`config.mk`:
```
export PLATFORM = sky130hd
export DESIGN_NAME = fifo_wr_arbiter
export DESIGN_NICKNAME = d
export VERILOG_FILES = /design/src/rtl/fifo_wr_arbiter.sv
export SDC_FILE = /design/constraint.sdc
export NUM_CORES = 1
export LEC_CHECK = 0
export CELL_PAD_IN_SITES_DETAIL_PLACEMENT = 1
export CELL_PAD_IN_SITES_GLOBAL_PLACEMENT = 2
export CORE_ASPECT_RATIO = 1.5
export CORE_MARGIN = 3
export CORE_UTILIZATION = 15
export CTS_BUF_LIST = sky130_fd_sc_hd__clkbuf_16
export DETAILED_ROUTE_END_ITERATION = 10
export PLACE_DENSITY = 0.85
export SYNTH_ARGS = -nofsm -noshare
export SYNTH_HDL_FRONTEND = slang
export SYNTH_SLANG_ARGS = --single-unit
```
`constraint.sdc`:
```
create_clock -name clk -period 2.6 [get_ports clk]
set_input_delay 0.39 -clock clk [delete_from_list [all_inputs] [get_ports clk]]
set_output_delay 0.39 -clock clk [all_outputs]
set_load 0.02 [all_outputs]
```
`src/rtl/fifo_wr_arbiter.sv`:
```
// Round-robin write-port arbiter: shares one synchronous FIFO write port between
// CHANNELS req/ack producers, granting bounded bursts and honouring the FIFO full flag.
module fifo_wr_arbiter #(
    parameter int CHANNELS  = 4,
    parameter int DATA_BITS = 32,
    parameter int BURST_MAX = 4,
    parameter int CH_BITS   = 2
) (
    input  logic                          clk,
    input  logic                          rst,
    input  logic [CHANNELS-1:0]           req,
    input  logic [CHANNELS*DATA_BITS-1:0] data_in,
    output logic [CHANNELS-1:0]           ack,
    output logic                          fifo_en_w,
    output logic [DATA_BITS-1:0]          fifo_data_w,
    input  logic                          fifo_full_w,
    output logic [CH_BITS-1:0]            grant_id,
    output logic                          busy
);

    typedef enum logic {
        IDLE,
        GRANT
    } state_t;

    state_t             state;
    logic [7:0]         burst_cnt;
    logic               wr;
    logic               found;
    logic [CH_BITS-1:0] next_id;
    logic [CH_BITS-1:0] idx;

    // Search starts one past the last grant so every requester is reached within CHANNELS grants.
    always_comb begin
        found   = 1'b0;
        next_id = grant_id;
        idx     = '0;
        for (int unsigned k = 1; k <= CHANNELS; k++) begin
            idx = CH_BITS'((32'(grant_id) + k) % CHANNELS);
            if (!found && req[idx]) begin
                found   = 1'b1;
                next_id = idx;
            end
        end
    end

    assign wr          = ~rst & (state == GRANT) & req[grant_id] & ~fifo_full_w;
    assign fifo_en_w   = wr;
    assign fifo_data_w = data_in[32'(grant_id) * DATA_BITS +: DATA_BITS];

    always_comb begin
        ack = '0;
        if (wr) ack[grant_id] = 1'b1;
    end

    always_ff @(posedge clk) begin
        if (rst) begin
            state     <= IDLE;
            grant_id  <= CH_BITS'(CHANNELS - 1);
            burst_cnt <= '0;
            busy      <= 1'b0;
        end else begin
            case (state)
                IDLE: begin
                    if (found) begin
                        grant_id  <= next_id;
                        burst_cnt <= '0;
                        state     <= GRANT;
                        busy      <= 1'b1;
                    end
                end
                GRANT: begin
                    if (!req[grant_id]) begin
                        state <= IDLE;
                        busy  <= 1'b0;
                    end else if (wr) begin
                        if (burst_cnt == 8'(BURST_MAX - 1)) begin
                            state <= IDLE;
                            busy  <= 1'b0;
                        end else begin
                            burst_cnt <= burst_cnt + 8'd1;
                        end
                    end
                end
                default: begin
                    state <= IDLE;
                    busy  <= 1'b0;
                end
            endcase
        end
    end

endmodule

```
==> results.txt <==
The run finished with clean final reports. The flip-flop and latch area is approximately 240 um2. After layout, the design draws a total of 2.57 mW.

The final-stage net count came out at 473. STA classifies the critical path endpoint as an output pin. In this run, synthesis inferred 0 flip-flops with an integrated enable. In the layout the commonest cells are 169 x sky130_fd_sc_hd__clkdlybuf4s50_1, 35 x sky130_fd_sc_hd__mux4_2, 15 x sky130_fd_sc_hd__buf_4.

The count of placed standard cells including taps came out at 475. The first-pass iteration count of the detailed router came out at 4. The average instance in the mapped netlist occupies approximately 11 um2. The final cell utilization of the core came out at about 34%.

The starting utilization of the core area is 15.4%. The transition time at the pin with the least slew margin is slightly above 0.7 ns. Global routing consumed, over all layers together, 16.7% of the routing resources. The number of violations of the max-capacitance limit came out at 0. Measured along the x axis, the die boundary spans 92.9 um. The post-synthesis sequential element count is 12. The worst setup path is launched from an input port.

The worst hold path belongs to the class reg2reg. The largest fanout on the critical path is 5. The count of fill cells added during filler insertion is 1310. The cell type with the largest total area after synthesis is sky130_fd_sc_hd__mux4_2.

For the worst setup path, the data arrival time is about 2.1 ns. The setup skew after layout is about 0.0025 ns. The antenna violation net count after detailed routing is 0. The total power divided by cell area came out at ~680 mW/mm2. The final count of pins violating max slew is 0. The upper clock frequency limit is approximately 400 MHz. The synthesized instance count came out at roughly 150. The placed instances occupy a cell area of 0.00369 mm2. The area of the die came out at between 0.01 and 0.015 mm2. The CTS buffer count came out at 3. The average wire per cell in the routed design came out at 22.5 um. The initial antenna violation count came to 4.

For this block, the via count after detailed routing is 2226. The maximum number of pins on one net before global-route repair came out at 36. The routability congestion estimate came out at roughly 0.9. The final count of hold timing violations was 0. By area the synthesized netlist is led by sky130_fd_sc_hd__mux4_2 46%, sky130_fd_sc_hd__dfxtp_1 14%, sky130_fd_sc_hd__ha_1 3.7%, sky130_fd_sc_hd__buf_2 2.1%, sky130_fd_sc_hd__nand2_1 2.0%. The clock-pin slew on the worst setup and hold paths is 0.04 ns. The post-layout instance area is 0.00377 mm2. The count of endpoints failing setup in the final report is 0. The worst hold path stage count came out at 2. The growth of design area from synthesis to finish is 122%.

At the worst endpoint, the required time is approximately 2.2 ns. At the placement stage, the worst setup path has a slack of -0.200 ns. In this run the clock root is driven by a sky130_fd_sc_hd__clkbuf_16. Dividing the detail-routed via count by the number of cells gives about 4.6.

Summed over all layers, the global routing overflow is 0. The area inside the core boundary is 0.0111 mm2. No sink is reached through more buffers than the 2 on the longest clock path. The post-synthesis cell area came out at between 0.0015 and 0.002 mm2. The via count of the first global-routing pass is 2477. The site row count came out at 47. The number of cells on the worst reg-to-reg path is 7. The combined area of the multi-input logic cells came out at 0.00137 mm2. Buffers added to address setup during post-CTS repair amount to 0. The most common library cell in the layout ignoring fill and taps is sky130_fd_sc_hd__clkdlybuf4s50_1. Setup repair after global routing left no endpoint under its margin. The static leakage is between 1 and 1.5 nW. Synthesis produced a netlist with a net count of a little under 300. The kind of critical path is in2out.

The later-pin clock latency in the skew report came out at ~0.24 ns. The quantity of I/O buffers inserted on ports came out at 174. The remaining max-slew budget at the tightest pin came out at between 50 and 60%. Of the cells placed in the final design, the portion with a size suffix greater than 1 is a little under a fifth. The worst-case IR drop observed on VDD is ~0.26 mV. Summed over all layers, the routed wires come to about 11000 um.

The die boundary height is about 140 um. The count of different cell masters after synthesis is 42. The share of synthesized registers carrying an async set or reset is 0%. After synthesis, the largest area contributor takes up roughly 46% of total cell area.

The total clock sinks came out at 12. Once detailed placement completed, the half-perimeter wirelength came to ~9300 um. The sequential share of the synthesized area came out at between 10% and 20%.

Setup slack on the critical path of the routed design comes to approximately 0.077 ns. The yosys synthesis warning count is 0. The top-level port count is between 150 and 200. The top flip-flop cell by instance count after synthesis is sky130_fd_sc_hd__dfxtp_1. The DRC marker count from the first detailed-route iteration came out at 83.

After layout, the minimum clock period comes to roughly 2.5 ns. The count of non-filler cells in the finished layout is 480. TritonCTS built the clock tree. In the finished design, the share of the clock period the worst path needs comes to 97.0%.

The number of design rule violations left after detail routing is 0. In this run the number of H-tree levels came out at 1. The global-route wire length before repair came out at 15600 um.
[metrics by stage]
step | hold WS, ns | TNS [ns]
3_5_place_dp | 0.477 | -0.932
2_1_floorplan | 0.448 | 0
3_3_place_gp | 0.460 | -0.746
5_1_grt | 0.517 | 0
4_1_cts | 0.487 | 0
6_report | 0.488 | 0
[critical path: stages]
cell                              delay, ns
sky130_fd_sc_hd__clkdlybuf4s50_1       0.44
sky130_fd_sc_hd__mux4_2                0.53
sky130_fd_sc_hd__and3_2                0.29
sky130_fd_sc_hd__and2_1                0.17
sky130_fd_sc_hd__dlygate4sd2_1         0.32
[layer usage]
metal | routed length (um) | global-route usage [%] | vias to the layer above
li1 | - | - | 988
met1 | 4410 | 20.6 | 1077
met2 | 4570 | 25.9 | 143
met3 | 1660 | 9.08 | 12
met4 | 141 | 2.85 | 6
met5 | 34 | 0 | -
[repair_timing]
item	CTS	global route
endpoints found under the setup margin	5	0
hold buffers	0	0
gates resized for setup	6	0
[synthesized netlist by cell type (3+ instances only)]
cell type	number
sky130_fd_sc_hd__a21oi_1	5
sky130_fd_sc_hd__and2_1	5
sky130_fd_sc_hd__and3_1	3
sky130_fd_sc_hd__buf_2	7
sky130_fd_sc_hd__clkbuf_1	5
sky130_fd_sc_hd__dfxtp_1	12
sky130_fd_sc_hd__ha_1	5
sky130_fd_sc_hd__inv_1	7
sky130_fd_sc_hd__mux4_2	35
sky130_fd_sc_hd__nand2_1	9
sky130_fd_sc_hd__nand3_1	5
sky130_fd_sc_hd__nor2_1	8
sky130_fd_sc_hd__o211ai_1	3
sky130_fd_sc_hd__o21ai_0	4
sky130_fd_sc_hd__or3_1	3
[flip-flops by register name, indices dropped and copies added (netlist names)]
name and flops:
burst_cnt 8, busy 1, grant_id 2, state 1
[layout make-up]
type,instances,share of cell area [%]
Tap cell,147,4.88
Sequential cell,12,6.44
Inverter,7,0.697
Multi-Input combinational cell,119,36.3
Timing Repair Buffer,190,49.5
Clock inverter,1,0.0995
Antenna cell,1,0.0664
Clock buffer,3,1.99
[kinds of logic after synthesis]
kind of cell,count (synthesis),share of synthesized area [%]
adder cells (fa/ha/maj),5,3.68
buffers and inverters,20,5.38
AO/OA/AOI/OAI,26,10.8
flip-flops,12,14.1
multiplexers,39,48.9
XOR/XNOR,2,1.03
AND/OR/NAND/NOR,47,16.1
[worst paths after layout]
path | from | endpoint | slack, ns
max reg2reg | grant_id[0] | grant_id[1] | 0.23
min | burst_cnt[7] | burst_cnt[7] | 0.49
min reg2reg | burst_cnt[7] | burst_cnt[7] | 0.49
max | req[3] | ack[1] | 0.08
[report_power, final]
part	total, mW	leakage [nW]	internal (mW)	switching, mW
Clock	0.288	0.0385	0.203	0.0852
Combinational	2.05	1.28	1.09	0.965
Sequential	0.233	0.0973	0.207	0.0254
No activity file was read; power rests on OpenSTA's default activity.
